==> config.mk <==
export PLATFORM = sky130hd
export DESIGN_NAME = ising_cell_axi_ctrl
export DESIGN_NICKNAME = d
export VERILOG_FILES = /design/src/rtl/ising_cell_axi_ctrl.sv
export SDC_FILE = /design/constraint.sdc
export NUM_CORES = 1
export LEC_CHECK = 0
export ABC_AREA = 1
export BUFFER_PORTS_ARGS = -buffer_cell sky130_fd_sc_hd__buf_2
export CAP_MARGIN = 10
export CORE_AREA = 2 2 172 174
export CTS_CLUSTER_DIAMETER = 40
export DETAILED_ROUTE_END_ITERATION = 8
export DIE_AREA = 0 0 174 176
export HOLD_SLACK_MARGIN = 0.12
export SLEW_MARGIN = 25
export SYNTH_ARGS = -nofsm -noshare
export SYNTH_HDL_FRONTEND = slang
export SYNTH_SLANG_ARGS = --single-unit
export TNS_END_PERCENT = 100
==> constraint.sdc <==
create_clock -name clk -period 2.1 [get_ports clk]
set_input_delay 0.105 -clock clk [delete_from_list [all_inputs] [get_ports clk]]
set_output_delay 0.105 -clock clk [all_outputs]
set_load 0.005 [all_outputs]
==> src/rtl/ising_cell_axi_ctrl.sv <==
// AXI4-Lite slave fronting an Ising cell array: broadcasts one-hot cell writes,
// returns per-cell rdata, and owns the array-wide run gate (ising_rstn).
// Optional feature macro: ISING_RUN_TIMER_EN (hardware run-cycle timer behind CTRL.START).
module ising_cell_axi_ctrl #(
  parameter int unsigned NUM_CELLS = 8
) (
  input  logic                      clk,
  input  logic                      axi_rstn,
  input  logic [31:0]               s_awaddr,
  input  logic                      s_awvalid,
  output logic                      s_awready,
  input  logic [31:0]               s_wdata,
  input  logic                      s_wvalid,
  output logic                      s_wready,
  output logic [1:0]                s_bresp,
  output logic                      s_bvalid,
  input  logic                      s_bready,
  input  logic [31:0]               s_araddr,
  input  logic                      s_arvalid,
  output logic                      s_arready,
  output logic [31:0]               s_rdata,
  output logic [1:0]                s_rresp,
  output logic                      s_rvalid,
  input  logic                      s_rready,
  output logic                      cell_wready,
  output logic [NUM_CELLS-1:0]      cell_wr_addr_match,
  output logic [31:0]               cell_wdata,
  input  logic [32*NUM_CELLS-1:0]   cell_rdata,
  output logic                      ising_rstn
);

  localparam int unsigned IdxW     = (NUM_CELLS > 1) ? $clog2(NUM_CELLS) : 1;
  localparam logic [29:0] CellBase = 30'd64;  // byte 0x100
  localparam logic [29:0] CellEnd  = CellBase + 30'(NUM_CELLS);

  typedef enum logic {WIdle, WResp} w_state_e;
  typedef enum logic {RIdle, RData} r_state_e;

  w_state_e w_state_q, w_state_d;
  r_state_e r_state_q, r_state_d;

  logic            aw_done_q, w_done_q;
  logic [29:0]     awaddr_q;
  logic [31:0]     wdata_q;
  logic            aw_hs, w_hs, ar_hs, wr_exec;
  logic [29:0]     wr_word, rd_word;
  logic [31:0]     wr_data;
  logic            wr_is_ctrl, wr_is_run, wr_is_stat, wr_is_cell, wr_cell_ok;
  logic [1:0]      wr_resp;
  logic [IdxW-1:0] wr_idx, rd_idx;
  logic [NUM_CELLS-1:0] wr_onehot;
  logic            busy, done;
  logic [31:0]     ctrl_rd, run_rd;
  logic            rd_is_cell;
  logic [31:0]     rd_data, cell_sel;
  logic [1:0]      rd_resp;
  logic            unused_addr_lsbs;

  assign unused_addr_lsbs = ^{s_awaddr[1:0], s_araddr[1:0]};

  // ---------------- write path ----------------
  assign s_awready = (w_state_q == WIdle) && !aw_done_q;
  assign s_wready  = (w_state_q == WIdle) && !w_done_q;
  assign s_bvalid  = (w_state_q == WResp);
  assign aw_hs     = s_awvalid && s_awready;
  assign w_hs      = s_wvalid && s_wready;
  assign wr_exec   = (w_state_q == WIdle) && (aw_done_q || aw_hs) && (w_done_q || w_hs);

  // Decode the effective write address/data (captured or live) and the response.
  always_comb begin
    wr_word    = aw_done_q ? awaddr_q : s_awaddr[31:2];
    wr_data    = w_done_q ? wdata_q : s_wdata;
    wr_is_ctrl = (wr_word == 30'd0);
    wr_is_run  = (wr_word == 30'd1);
    wr_is_stat = (wr_word == 30'd2);
    wr_is_cell = (wr_word >= CellBase) && (wr_word < CellEnd);
    wr_idx     = IdxW'(wr_word - CellBase);
    wr_cell_ok = wr_is_cell && !busy;
    wr_resp    = (wr_is_ctrl || wr_is_run || wr_is_stat || wr_cell_ok) ? 2'b00 : 2'b10;
    wr_onehot    = '0;
    wr_onehot[0] = 1'b1;
    wr_onehot    = wr_onehot << wr_idx;
  end

  // Write FSM next state.
  always_comb begin
    w_state_d = w_state_q;
    case (w_state_q)
      WIdle:   if (wr_exec) w_state_d = WResp;
      WResp:   if (s_bready) w_state_d = WIdle;
      default: w_state_d = WIdle;
    endcase
  end

  // Write FSM state, independent AW/W capture, and response code.
  always_ff @(posedge clk or negedge axi_rstn) begin
    if (!axi_rstn) begin
      w_state_q <= WIdle;
      aw_done_q <= 1'b0;
      w_done_q  <= 1'b0;
      awaddr_q  <= '0;
      wdata_q   <= '0;
      s_bresp   <= 2'b00;
    end else begin
      w_state_q <= w_state_d;
      if (wr_exec) begin
        aw_done_q <= 1'b0;
        w_done_q  <= 1'b0;
        s_bresp   <= wr_resp;
      end else begin
        if (aw_hs) begin
          aw_done_q <= 1'b1;
          awaddr_q  <= s_awaddr[31:2];
        end
        if (w_hs) begin
          w_done_q <= 1'b1;
          wdata_q  <= s_wdata;
        end
      end
    end
  end

  // One-cycle cell write strobe, issued the cycle after the write executes.
  always_ff @(posedge clk or negedge axi_rstn) begin
    if (!axi_rstn) begin
      cell_wready        <= 1'b0;
      cell_wr_addr_match <= '0;
      cell_wdata         <= '0;
    end else begin
      cell_wready        <= wr_exec && wr_cell_ok;
      cell_wr_addr_match <= (wr_exec && wr_cell_ok) ? wr_onehot : '0;
      if (wr_exec && wr_cell_ok) cell_wdata <= wr_data;
    end
  end

`ifdef ISING_RUN_TIMER_EN
  logic [31:0] run_cycles_q, cnt_q;
  logic        busy_q, done_q, run_q;

  // Run timer: START loads the counter and holds the gate high for RUN_CYCLES cycles.
  always_ff @(posedge clk or negedge axi_rstn) begin
    if (!axi_rstn) begin
      run_cycles_q <= '0;
      cnt_q        <= '0;
      busy_q       <= 1'b0;
      done_q       <= 1'b0;
      run_q        <= 1'b0;
    end else begin
      if (wr_exec && wr_is_run) run_cycles_q <= wr_data;
      if (wr_exec && wr_is_ctrl && wr_data[0] && !busy_q) begin
        if (run_cycles_q == '0) begin
          done_q <= 1'b1;
        end else begin
          cnt_q  <= run_cycles_q;
          busy_q <= 1'b1;
          run_q  <= 1'b1;
          done_q <= 1'b0;
        end
      end else if (busy_q) begin
        cnt_q <= cnt_q - 32'd1;
        if (cnt_q == 32'd1) begin
          busy_q <= 1'b0;
          run_q  <= 1'b0;
          done_q <= 1'b1;
        end
      end
    end
  end

  assign busy       = busy_q;
  assign done       = done_q;
  assign ising_rstn = run_q;
  assign ctrl_rd    = '0;
  assign run_rd     = run_cycles_q;
`else
  logic ctrl_q;

  // CTRL bit0 drives the run gate directly.
  always_ff @(posedge clk or negedge axi_rstn) begin
    if (!axi_rstn) ctrl_q <= 1'b0;
    else if (wr_exec && wr_is_ctrl) ctrl_q <= wr_data[0];
  end

  assign busy       = ctrl_q;
  assign done       = 1'b0;
  assign ising_rstn = ctrl_q;
  assign ctrl_rd    = {31'b0, ctrl_q};
  assign run_rd     = '0;
`endif

  // ---------------- read path ----------------
  assign s_arready = (r_state_q == RIdle);
  assign s_rvalid  = (r_state_q == RData);
  assign ar_hs     = s_arvalid && s_arready;

  // Read address decode and data select.
  always_comb begin
    rd_word    = s_araddr[31:2];
    rd_is_cell = (rd_word >= CellBase) && (rd_word < CellEnd);
    rd_idx     = IdxW'(rd_word - CellBase);
    cell_sel   = '0;
    for (int i = 0; i < int'(NUM_CELLS); i++) begin
      if (rd_idx == IdxW'(i)) cell_sel = cell_rdata[32*i +: 32];
    end
    rd_data = '0;
    rd_resp = 2'b00;
    if (rd_word == 30'd0)      rd_data = ctrl_rd;
    else if (rd_word == 30'd1) rd_data = run_rd;
    else if (rd_word == 30'd2) rd_data = {30'b0, done, busy};
    else if (rd_is_cell)       rd_data = cell_sel;
    else                       rd_resp = 2'b10;
  end

  // Read FSM next state.
  always_comb begin
    r_state_d = r_state_q;
    case (r_state_q)
      RIdle:   if (s_arvalid) r_state_d = RData;
      RData:   if (s_rready) r_state_d = RIdle;
      default: r_state_d = RIdle;
    endcase
  end

  // Read FSM state and registered read data, held until accepted.
  always_ff @(posedge clk or negedge axi_rstn) begin
    if (!axi_rstn) begin
      r_state_q <= RIdle;
      s_rdata   <= '0;
      s_rresp   <= 2'b00;
    end else begin
      r_state_q <= r_state_d;
      if (ar_hs) begin
        s_rdata <= rd_data;
        s_rresp <= rd_resp;
      end
    end
  end

endmodule

# Yosys cells after proc, flatten, opt, wreduce, memory -nomap -nowiden
# Cells that the tools add are included.
totals:
  reg_bits: 144
  latchBits: 0
  ramBits: 0
  romBits: 0
  input_bits: 359
  output_inout_bits: 83
  wordCells: 91
  mem_count: 0
classes:
  addsub: 2
  multipliers: 0
  n_div: 0
  magnitude_cmp: 4
  n_eq_ne: 11
  shift: 1
  n_mux: 30
  n_bitwise: 3
  reduce_logical: 27
ops:
  columns: ["operator", "count"]
  rows:
  - ["$mux W32", 13]
  - ["$eq A30 B1 Y1 const B", 2]
  - ["$eq A30 B2 Y1 const B", 2]
  - ["$ge A30 B7 Y1 const B", 2]
  - ["$logic_not A30 Y1", 2]
  - ["$lt A30 B7 Y1 const B", 2]
  - ["$mux W30", 1]
  - ["$eq A3 B3 Y1 const B", 4]
  - ["$logic_and A1 B1 Y1", 12]
  - ["$mux W2", 5]
  - ["$mux W1", 8]
  - ["$mux W8", 1]
  - ["$shl A1 B3 Y8 const A", 1]
  - ["$eq A3 B2 Y1 const B", 2]
  - ["$sub A3 B1 Y3 const B", 2]
  - ["$logic_or A1 B1 Y1", 5]
  - ["$pmux W1 S2", 2]
  - ["$reduce_and A2 Y1", 2]
  - ["$reduce_bool A2 Y1", 2]
  - ["$eq A3 B1 Y1 const B", 1]
  - ["$logic_not A1 Y1", 3]
  - ["$logic_not A3 Y1", 1]
  - ["$not A1 Y1", 3]

# Longest topological paths before layout
# Gate-level depths: netlist of run 1.
logic_depth:
  ltp_word: 14
  depth_mapped: 12
  ltp_nobuf: 11

# Worst setup path before layout of run 1
# OpenSTA, ideal clock, no wires.
synth_timing:
  path_type: "flip-flop to flip-flop"
  from: "register aw_done_q"
  to: "register cell_wdata[10]"
  setup_time_ns: 0.116
  t_arrival_ns: 1.492
  required_ns: 1.984
  path_slack_ns: 0.492
  stages_incl_launch_ff: 13
  n_path_buf: 2
  period_less_slack_ns: 1.608
  path_cell_list: "dfrtp_1 -> inv_2 -> buf_6 -> nand3_1 -> nand2_1 -> nand2_1 -> nor3_1 -> nand2_1 -> nor2_4 -> nand2_4 -> buf_6 -> nand2_1 -> nand2_1"
synth_via:
  elab_chain_cells: 7
  elab_cells_between_ends: 12
  cone_classes: "order compare (2); mux (1); reduce/logical (9)"
synth_rtl:
  columns: ["element", "line_no", "source"]
  rows:
  - ["start, declared", "42", "logic aw_done_q, w_done_q;"]
  - ["start signal, assigned", "99", "aw_done_q <= 1'b0;"]
  - ["start signal, assigned", "107", "aw_done_q <= 1'b0;"]
  - ["start signal, assigned", "112", "aw_done_q <= 1'b1;"]
  - ["parallel branches: the longest is 6 deep, another holds $ge A30 B7 Y1", null, null]
  - ["$logic_and A1 B1 Y1 *", "132", "if (wr_exec && wr_cell_ok) cell_wdata <= wr_data;"]
  - ["end signal, assigned", "132", null]
  - ["end, declared", "27", "output logic [31:0] cell_wdata,"]
# Every way passes the cells marked *.
# A chain may end at the register's enable or synchronous reset.

# Final worst setup path of run 1
layout_timing:
  from: "input port s_araddr[2]"
  to: "register s_rdata[19]"
layout_via:
  elab_chain_cells: 14
  elab_cells_between_ends: 27
  cone_classes: "add/sub (1); order compare (2); eq/ne (9); mux (12); reduce/logical (3)"
layout_rtl:
  columns: ["element", "line_no", "source"]
  rows:
  - ["start, declared", "18", "input logic [31:0] s_araddr,"]
  - ["$sub A3 B1 Y3", "200", "rd_idx = IdxW'(rd_word - CellBase);"]
  - ["$logic_not A3 Y1", "203", "if (rd_idx == IdxW'(i)) cell_sel = cell_rdata[32*i +: 32];"]
  - ["$mux W32 (8 in series)", "203", null]
  - ["$mux W32", "210", "else if (rd_is_cell) rd_data = cell_sel;"]
  - ["$mux W32", "209", "else if (rd_word == 30'd2) rd_data = {30'b0, done, busy};"]
  - ["$mux W32", "208", "else if (rd_word == 30'd1) rd_data = run_rd;"]
  - ["$mux W32 *", "207", "if (rd_word == 30'd0) rd_data = ctrl_rd;"]
  - ["end signal, assigned", "233", "s_rdata <= rd_data;"]
  - ["end, declared", "21", "output logic [31:0] s_rdata,"]
# Mark *: on every way between the ends. The rest lies on a longest branch, timed or not.

==> results of run 1 <==
-- cells by family (layout without fill, tap and decap cells) --
group | Yosys count | after routing
AND/OR/NAND/NOR | 779 | 779
buffers and inverters | 181 | 759
AO/OA/AOI/OAI | 162 | 162
flip-flops | 142 | 142
multiplexers | 3 | 3
other | 1 | 12
-- report_power, final --
| group | internal, W | switching [W] | leakage (nW) |
|---|---|---|---|
| Sequential | 0.00333 | 0.000338 | 1.87 |
| Clock | 0.00180 | 0.00136 | 0.294 |
| Combinational | 0.00119 | 0.00157 | 5.18 |
-- state kept, by name (all words and copies together), names as in the netlist, 8 cells and up --
register            count
awaddr_q               30
cell_wdata             32
cell_wr_addr_match      8
s_rdata                32
wdata_q                32
-- cell type report --
class / count / area, um^2
Inverter: 109 / 417
Clock buffer: 18 / 429
Clock inverter: 14 / 175
Sequential cell: 142 / 3560
Fill cell: 2983 / 15300
Antenna cell: 10 / 25.0
Multi-Input combinational cell: 946 / 4180
Timing Repair Buffer: 618 / 4010
Tap cell: 384 / 480
-- metal layers --
layer,part of all wire,GRT usage
met1,0.42,0.339
met2,0.47,0.440
met3,0.068,0.0515
met4,0.038,0.120
met5,0,0
-- final timing paths --
path / slack, ns / cells after the start / from / endpoint
setup / recovery: 0.12 / 10 / s_araddr[2] / s_rdata[19]$_DFFE_PN0P_
max in group asynchronous: 1.17 / 3 / axi_rstn / wdata_q[18]$_DFFE_PN0P_
setup reg to reg: 0.16 / 9 / s_rvalid$_DFF_PN0_ / s_rdata[28]$_DFFE_PN0P_
hold / removal: 0.14 / 5 / cell_rdata[207] / s_rdata[15]$_DFFE_PN0P_
min in group asynchronous: 0.20 / 2 / axi_rstn / s_rdata[8]$_DFFE_PN0P_
hold reg to reg: 0.47 / 2 / cell_wdata[22]$_DFFE_PN0P_ / cell_wdata[22]$_DFFE_PN0P_
-- timing repair --
action / CTS / global route
hold buffers: 138 / 1
endpoints found under the hold margin: 245 / 1
gates resized for setup: 0 / 9
buffers inserted: 0 / 3
endpoints found under the setup margin: 0 / 49
-- cell usage in the layout, fill, tap and decap left out, drive strengths merged --
cell	count
o31ai	2
nor2	143
nor3	14
mux2	3
o22ai	11
diode	10
or2	5
nand3	90
inv	113
and2	1
dfrtp	142
bufinv	2
clkinvlp	2
clkinv	6
nand3b	3
clkbuf	19
o21a	1
nor4	1
conb	2
nand2	463
dlygate4sd3	139
o21ai	105
buf	478
a21oi	43
nor3b	2
nand4	57
-- stage by stage --
step	hold slack [ns]	util	instances	power [W]
global placement	0.101	0.391	2056	0.00617
CTS	0.121	0.460	2226	0.00964
finish	0.135	0.465	2241	0.00959
floorplan	-0.191	-	1269	0.00522
global route	0.134	0.465	2238	0.0103
detailed placement	0.0980	0.391	2056	0.00622
-- worst reg2reg max path, cell delays in order, from the launching register on --
cell,delay [ns]
dfrtp_1,0.36
inv_1,0.07
nand2_1,0.09
buf_6,0.29
inv_1,0.11
nand3_1,0.18
nor2_1,0.06
nand2_1,0.05
dlygate4sd3_1,0.55
nand2_1,0.05
-- synthesized netlist by cell type, types with 3 or more instances --
master	instances
inv_2	7
buf_4	6
nor2_1	140
inv_1	101
nand3b_1	3
nand3_1	90
a21oi_1	43
nand4_1	57
buf_6	7
o22ai_1	11
buf_2	22
nand2_1	461
or2_2	4
mux2_2	3
o21ai_0	103
clkbuf_1	32
dfrtp_1	142
nor3_1	13
buf_1	5
==> flow_metrics.py, run 1 <==
metrics = {
    "placed_design": {
        "numPortBuffers": 435,
        "dpl_cell_area_mm2": 0.0112,
        "detailed_place_hpwl_mm": 31.6,
        "globalplace.congestion": 1.02,
        "place_ws_ns": 0.0696,
    },
    "sta": {
        "drv_slew": 0,
        "clock_skew_ns": 0.00930,
        "worstMarginPinSlew_ns": 0.793,
        "min_period_ns": 1.98,
        "hold_viol_final": 0,
        "fin_tns_setup_ns": 0,
        "rsz0062_at_grt": "false",
        "fin_crit_sh": 0.944,
        "relSlewSlack": 0.471,
        "finalSetupViolCount": 0,
        "fin_ws_ns": 0.118,
        "fmax_ghz": 0.505,
    },
    "synthesis": {
        "yosysTopAreaCell": "dfrtp_1",
        "syn-cell-area_mm2": 0.00848,
        "syn-instance-count": 1268,
        "synth.top_cell.area_share": 0.419,
        "synth_edf_count": 0,
        "ys_types": 33,
        "async_flop_share": 1.00,
        "synth-xor-area-share": 0,
        "yosys.area_share.simple": 0.386,
        "synth.avg_cell_area_um2": 6.69,
        "ys_warn_count": 0,
        "synth_area_leaders": "dfrtp_1 42%, nand2_1 20%, nor2_1 6.2%, o21ai_0 6.1%, nand3_1 5.3%",
        "synth_mux_area_frac": 0.00399,
        "yosys_most_used_dff": "dfrtp_1",
        "synth-compound-area-share": 0.0982,
        "ys_seq_area_frac": 0.419,
        "synthAdderAreaFrac": 0,
        "synth_top_family_by_area": "simple AND/OR/NAND/NOR gates",
        "ys_ff_latch": 142,
    },
    "detailed_routing": {
        "drt_iter0_drc": 768,
        "wl_per_cell_um": 18.4,
        "via_per_inst": 4.78,
        "postRouteAntennaNets": 0,
        "num_vias": 10722,
        "wirelength_mm": 41.2,
        "firstDrtPassIters": 5,
        "drc": 0,
    },
    "global_routing": {
        "antenna_found_initial": 10,
        "grt_pass1_vias": 10774,
        "grt.overflow.total": 0,
        "grt_max_degree": 66,
        "grt_first_pass_wirelength_mm": 62.1,
        "track_usage": 0.266,
    },
    "clock_tree": {
        "insertion_delay_ns": 0.42,
        "clk_pin_slew_ns": 0.07,
        "cts_buffer_depth": 2,
        "numCtsBuffers": 17,
        "htreeDepth": 4,
        "clock-sinks": 142,
        "clockRootBuffer": "clkbuf_16",
        "cts_tree": "done",
    },
    "floorplan": {
        "fp.dieArea_mm2": 0.0306,
        "start_util": 0.297,
        "io_pins": 442,
        "die_w_um": 174,
        "die_y_um": 176,
        "coreArea_mm2": 0.0285,
        "rows": 62,
    },
    "cells_and_area": {
        "finalInstanceArea_mm2": 0.0133,
        "syn_to_final_growth_pct": 56.7,
        "drive_gt1_frac": 0.291,
        "final_nets": 2193,
    },
    "setup_path": {
        "crit_chain": "buf_2, inv_2, buf_4, nand3_1, inv_2, a21oi_1, nand4_1, dlygate4sd3_1, nand2_1, nand2_1",
        "crit_family": "buffers and inverters",
        "required_ns": 2.46,
        "path_class": "in -> reg",
        "cp_slowest_stage_delay_ns": 0.56,
        "critPathArrivalTime_ns": 2.34,
        "cp_slowest_cell": "dlygate4sd3_1",
        "critPathCaptureType": "flip-flop",
        "path_buf_inv": 5,
        "critPathLaunchType": "input pin",
        "worstPathMaxFanout": 28,
    },
    "pwr": {
        "ir_worst_vdd_uv": 715,
        "power_density_mw_per_mm2": 722,
        "leakage_nw": 7.34,
    },
    "outcome": {
        "outcome": "completed",
    },
    "flow_run": {
        "drv_cap": 0,
    },
    "hold_path": {
        "hp-class": "in -> reg",
    },
}
Note: power is estimated with default switching activity, not from simulation.
==> run 2: changes to the inputs <==
Settings changed: RECOVER_POWER from default to 50.
==> run 2 against run 1 <==
Worst hold slack got worse by 0.0019 ns. Sequential power is essentially flat. Die area unchanged. First-iteration DRC count up 4.0%. Core utilization down 0.17 points. Routed wire length fell by 0.13%. Global-route usage did not move. Critical endpoint unchanged.
==> flow_metrics.py, run 2 (synthesis gave the netlist of run 1 again) <==
metrics = {
    "outcome": {
        "outcome": "completed",
    },
    "global_routing": {
        "grt.overflow.total": 0,
        "grt_first_pass_wirelength_mm": 62.1,
        "grt_pass1_vias": 10774,
        "track_usage": 0.266,
        "grt_max_degree": 66,
        "antenna_found_initial": 10,
    },
    "cells_and_area": {
        "layout_common_cells": "461 x nand2_1, 406 x buf_2, 140 x dfrtp_1, 139 x dlygate4sd3_1, 138 x nor2_1",
        "final_nets": 2193,
        "syn_to_final_growth_pct": 56.1,
        "fillers": 2993,
        "drive_gt1_frac": 0.276,
        "final_common_cell": "nand2_1",
        "largestRegisters": "cell_wdata: 32 flops, s_rdata: 32 flops, wdata_q: 32 flops",
    },
    "clock_tree": {
        "htreeDepth": 4,
        "numCtsBuffers": 17,
        "cts_buffer_depth": 2,
        "clock-sinks": 142,
        "insertion_delay_ns": 0.42,
        "cts_tree": "done",
        "clockRootBuffer": "clkbuf_16",
        "clk_pin_slew_ns": 0.07,
    },
    "detailed_routing": {
        "drt_iter0_drc": 799,
        "firstDrtPassIters": 5,
        "num_vias": 10730,
        "wl_per_cell_um": 18.4,
        "wirelength_mm": 41.1,
        "drc": 0,
        "postRouteAntennaNets": 0,
        "via_per_inst": 4.79,
    },
    "flow_run": {
        "drv_cap": 0,
    },
    "sta": {
        "min_period_ns": 1.98,
        "hold_ws_ns": 0.133,
        "rsz0062_at_grt": "false",
        "fin_tns_setup_ns": 0,
        "worstMarginPinSlew_ns": 1.39,
        "finalSetupViolCount": 0,
        "relSlewSlack": 0.0701,
        "fmax_ghz": 0.504,
        "clock_skew_ns": 0.0100,
        "fin_ws_ns": 0.117,
        "drv_slew": 0,
        "hold_viol_final": 0,
        "fin_crit_sh": 0.944,
    },
    "placed_design": {
        "numPortBuffers": 435,
        "place_ws_ns": 0.0696,
        "globalplace.congestion": 1.02,
        "detailed_place_hpwl_mm": 31.6,
    },
    "setup_path": {
        "critPathLaunchType": "input pin",
        "crit_chain": "buf_2, inv_2, buf_4, nand3_1, inv_2, a21oi_1, nand4_1, dlygate4sd3_1, nand2_1, nand2_1",
        "timing.critical_path.to": "s_rdata[19]$_DFFE_PN0P_",
        "path_class": "in -> reg",
        "worst_r2r_endpoint": "s_rdata[28]$_DFFE_PN0P_",
        "timing.rr.start": "s_rvalid$_DFF_PN0_",
        "cp_slowest_cell": "dlygate4sd3_1",
        "critPathArrivalTime_ns": 2.34,
        "required_ns": 2.46,
        "cp_slowest_stage_delay_ns": 0.56,
        "cp-startpoint": "s_araddr[2]",
        "critPathCaptureType": "flip-flop",
        "worstPathMaxFanout": 28,
        "reg2reg_slack_ns": 0.16,
        "rr_worst_depth": 9,
    },
    "pwr": {
        "ir_worst_vdd_uv": 715,
        "leakage_nw": 7.22,
        "power_density_mw_per_mm2": 725,
    },
    "floorplan": {
        "start_util": 0.297,
        "die_w_um": 174,
        "rows": 62,
        "die_y_um": 176,
        "io_pins": 442,
        "coreArea_mm2": 0.0285,
        "fp.dieArea_mm2": 0.0306,
    },
    "hold_path": {
        "hp-class": "in -> reg",
    },
}
## run 2: cell types whose count changed in the layout (fill, tap and decap cells not counted)
cell,change
buf_2,-28
clkbuf_1,+28
clkbuf_2,+4
buf_4,-3
buf_6,-1
## run 2: stage by stage
| stage | std cells | utilization | total power (W) | instance area (um^2) |
|---|---|---|---|---|
| after global routing | 2238 | 0.463 | 0.0103 | 13200 |
| after global placement | 2056 | 0.391 | 0.00617 | 11200 |
| after CTS | 2226 | 0.460 | 0.00964 | 13100 |
| after detailed placement | 2056 | 0.391 | 0.00622 | 11200 |
| after floorplan | 1269 | - | 0.00522 | 8480 |
| final | 2241 | 0.463 | 0.00959 | 13200 |
## run 2: timing repair
action	in CTS	in global routing
setup buffers	0	3
gates resized for setup	0	9
setup endpoints to repair	0	49
hold endpoints to repair	245	1
hold buffers	138	1
## run 2: worst max-delay path, delay by kind of cell
family | cells | cell delay (ns)
buf+inv | 5 | 1.50
simple gates | 4 | 0.49
compound gates | 1 | 0.21
## run 2: worst min-delay path by stage
stage                          startpoint                      end  slack [ns]  depth (start not counted)
final                     cell_rdata[207]  s_rdata[15]$_DFFE_PN0P_        0.13                          5
after detailed placement         axi_rstn   s_rdata[8]$_DFFE_PN0P_         0.1                          1
after global placement           axi_rstn   s_rdata[8]$_DFFE_PN0P_        0.10                          1
after CTS                 cell_rdata[207]  s_rdata[15]$_DFFE_PN0P_        0.12                          5
after floorplan                  axi_rstn    aw_done_q$_DFFE_PN0P_       -0.19                          0
after global routing       cell_rdata[99]   s_rdata[3]$_DFFE_PN0P_        0.13                          5
## run 2: metal layers
metal	GRT usage	share of wire
met4	0.120	0.038
met5	0	0
met2	0.440	0.47
met3	0.0515	0.071
met1	0.339	0.42
## run 2: power by group
group | leakage (nW) | switching (W) | internal (W) | total, W
clock network | 0.294 | 0.00136 | 0.00180 | 0.00316
logic | 5.05 | 0.00158 | 0.00119 | 0.00276
registers | 1.87 | 0.000340 | 0.00333 | 0.00367
## run 2: layout make-up
cell class,instances,area [um^2],share of cell area
clock buffer,18,429,0.0324
sequential,142,3560,0.269
tap,384,480,0.0363
clock inverter,14,175,0.0132
timing repair buffer,618,3970,0.300
antenna,10,25.0,0.00189
inverter,109,417,0.0315
multi-input combinational,946,4180,0.316
==> run 3: changes to the inputs <==
Settings changed: CTS_BUF_LIST from default to sky130_fd_sc_hd__clkbuf_2 sky130_fd_sc_hd__clkbuf_4 sky130_fd_sc_hd__clkbuf_8, REMOVE_ABC_BUFFERS from default to 1.
==> run 3 against run 2 <==
Global-route usage fell by 3.1 points. Via count is 1.0% lower. Critical path depth did not move. Core utilization is 0.35 points lower. Setup slack got worse by 0.049 ns. Clock power fell by 29%. Non-clock buffer count increased by 5. Maximum frequency is 2.4% lower. Sequential power about the same. Combinational power about the same. Clock skew is 0.013 ns higher. Largest power group unchanged. Highest routed layer is now met5.
==> flow_metrics.py, run 3 (synthesis gave the netlist of run 1 again) <==
metrics = {
    "detailed_routing": {
        "via_per_inst": 4.74,
        "postRouteAntennaNets": 0,
        "wirelength_mm": 37.4,
        "num_vias": 10621,
        "wl_per_cell_um": 16.7,
        "drc": 0,
        "drt_iter0_drc": 683,
        "firstDrtPassIters": 5,
    },
    "sta": {
        "drv_slew": 0,
        "fmax_ghz": 0.492,
        "fin_ws_ns": 0.0684,
        "hold_ws_ns": 0.149,
        "fin_crit_sh": 0.967,
        "clock_skew_ns": 0.0231,
        "relSlewSlack": 0.153,
        "fin_tns_setup_ns": 0,
        "min_period_ns": 2.03,
        "hold_viol_final": 0,
        "finalSetupViolCount": 0,
        "worstMarginPinSlew_ns": 1.27,
    },
    "floorplan": {
        "rows": 62,
        "io_pins": 442,
        "die_w_um": 174,
        "fp.dieArea_mm2": 0.0306,
        "die_y_um": 176,
        "start_util": 0.297,
        "coreArea_mm2": 0.0285,
    },
    "placed_design": {
        "detailed_place_hpwl_mm": 27.0,
        "globalplace.congestion": 0.962,
        "dpl_cell_area_mm2": 0.0112,
        "place_ws_ns": 0.176,
        "numPortBuffers": 435,
    },
    "clock_tree": {
        "insertion_delay_ns": 0.46,
        "numCtsBuffers": 17,
        "clock-sinks": 142,
        "cts_buffer_depth": 2,
        "cts_tree": "done",
        "htreeDepth": 4,
        "clk_pin_slew_ns": 0.10,
        "clockRootBuffer": "clkbuf_8",
    },
    "setup_path": {
        "path_class": "reg -> reg",
        "critPathLaunchType": "flip-flop",
        "required_ns": 2.50,
        "critPathCaptureType": "flip-flop",
        "rr_worst_depth": 10,
        "worstPathMaxFanout": 13,
        "critPathArrivalTime_ns": 2.43,
    },
    "cells_and_area": {
        "ff_latch_area_mm2": 0.00355,
        "largestRegisters": "cell_wdata: 32 flops, s_rdata: 32 flops, wdata_q: 32 flops",
        "post-route-util": 0.460,
        "drive_gt1_frac": 0.269,
        "finalInstanceArea_mm2": 0.0131,
        "layout_common_cells": "460 x nand2_1, 399 x buf_2, 149 x dlygate4sd3_1, 141 x dfrtp_1, 136 x nor2_1",
        "fillers": 3035,
        "final_common_cell": "nand2_1",
        "final_nets": 2198,
        "multi_input_area_mm2": 0.00418,
        "syn_to_final_growth_pct": 54.9,
    },
    "global_routing": {
        "grt_pass1_vias": 10557,
        "grtUsageMet1": 0.281,
        "track_usage": 0.235,
        "grt_use_met2": 0.407,
        "grt_max_degree": 66,
        "grt_busiest_layer": "met2",
        "grtUsageMet3": 0.0517,
        "grt.overflow.total": 0,
        "antenna_found_initial": 8,
        "grt_first_pass_wirelength_mm": 56.5,
    },
    "flow_run": {
        "drv_cap": 0,
    },
    "pwr": {
        "ir_worst_vdd_uv": 855,
        "power_density_mw_per_mm2": 656,
        "leakage_nw": 7.13,
    },
    "hold_path": {
        "min_path_cells": 4,
        "hp-class": "in -> reg",
    },
    "outcome": {
        "outcome": "completed",
    },
}
[run 3: routing by layer]
layer	vias to the layer above	wire length [um]	share of wire
li1	5210	-	-
met3	85	2880	0.077
met5	-	13	0.00035
met2	457	18400	0.49
met1	4867	14800	0.40
met4	2	1370	0.037
[run 3: final timing paths]
kind	from	endpoint	slack (ns)
min in group asynchronous	axi_rstn	s_rdata[8]$_DFFE_PN0P_	0.47
max in group asynchronous	axi_rstn	cell_wdata[15]$_DFFE_PN0P_	0.41
worst max-delay path	s_rvalid$_DFF_PN0_	s_rdata[2]$_DFFE_PN0P_	0.07
worst min-delay path	s_wvalid	w_done_q$_DFFE_PN0P_	0.15
worst max register to register	s_rvalid$_DFF_PN0_	s_rdata[2]$_DFFE_PN0P_	0.07
worst min register to register	s_rdata[7]$_DFFE_PN0P_	s_rdata[7]$_DFFE_PN0P_	0.48
[run 3: stage by stage]
| stage | power, W | cells |
|---|---|---|
| finish | 0.00861 | 2243 |
| global route | 0.00929 | 2240 |
| CTS | 0.00869 | 2234 |
| detailed placement | 0.00618 | 2052 |
| global placement | 0.00611 | 2052 |
| floorplan | 0.00508 | 1197 |
[run 3: layout make-up]
cell class | instances | share of cell area
multi-input cells | 946 | 0.318
repair buffers | 623 | 0.311
flip-flops and latches | 142 | 0.271
well taps | 384 | 0.0366
inverters | 109 | 0.0312
clock buffers | 17 | 0.0178
clock inverters | 15 | 0.0126
diodes | 7 | 0.00133
[run 3: what timing repair did]
action,in CTS,in global routing
setup endpoints to repair,0,48
gates resized for setup,0,11
hold buffers,150,0
setup buffers,0,1
endpoints found under the hold margin,272,0
[run 3: critical path, cell delays in order (launching register included)]
cell	delay, ns
dfrtp_1	0.41
inv_2	0.10
nand2_4	0.08
nor2_1	0.13
nand2_2	0.16
buf_12	0.18
clkbuf_16	0.17
nor2_1	0.10
nand2_1	0.05
dlygate4sd3_1	0.55
nand2_1	0.06
[run 3: report_power, final]
part / total (W) / internal, W / switching [W]
logic: 0.00273 / 0.00120 / 0.00153
registers: 0.00364 / 0.00332 / 0.000323
clock network: 0.00224 / 0.000904 / 0.00133
total: 0.00861 / 0.00542 / 0.00319
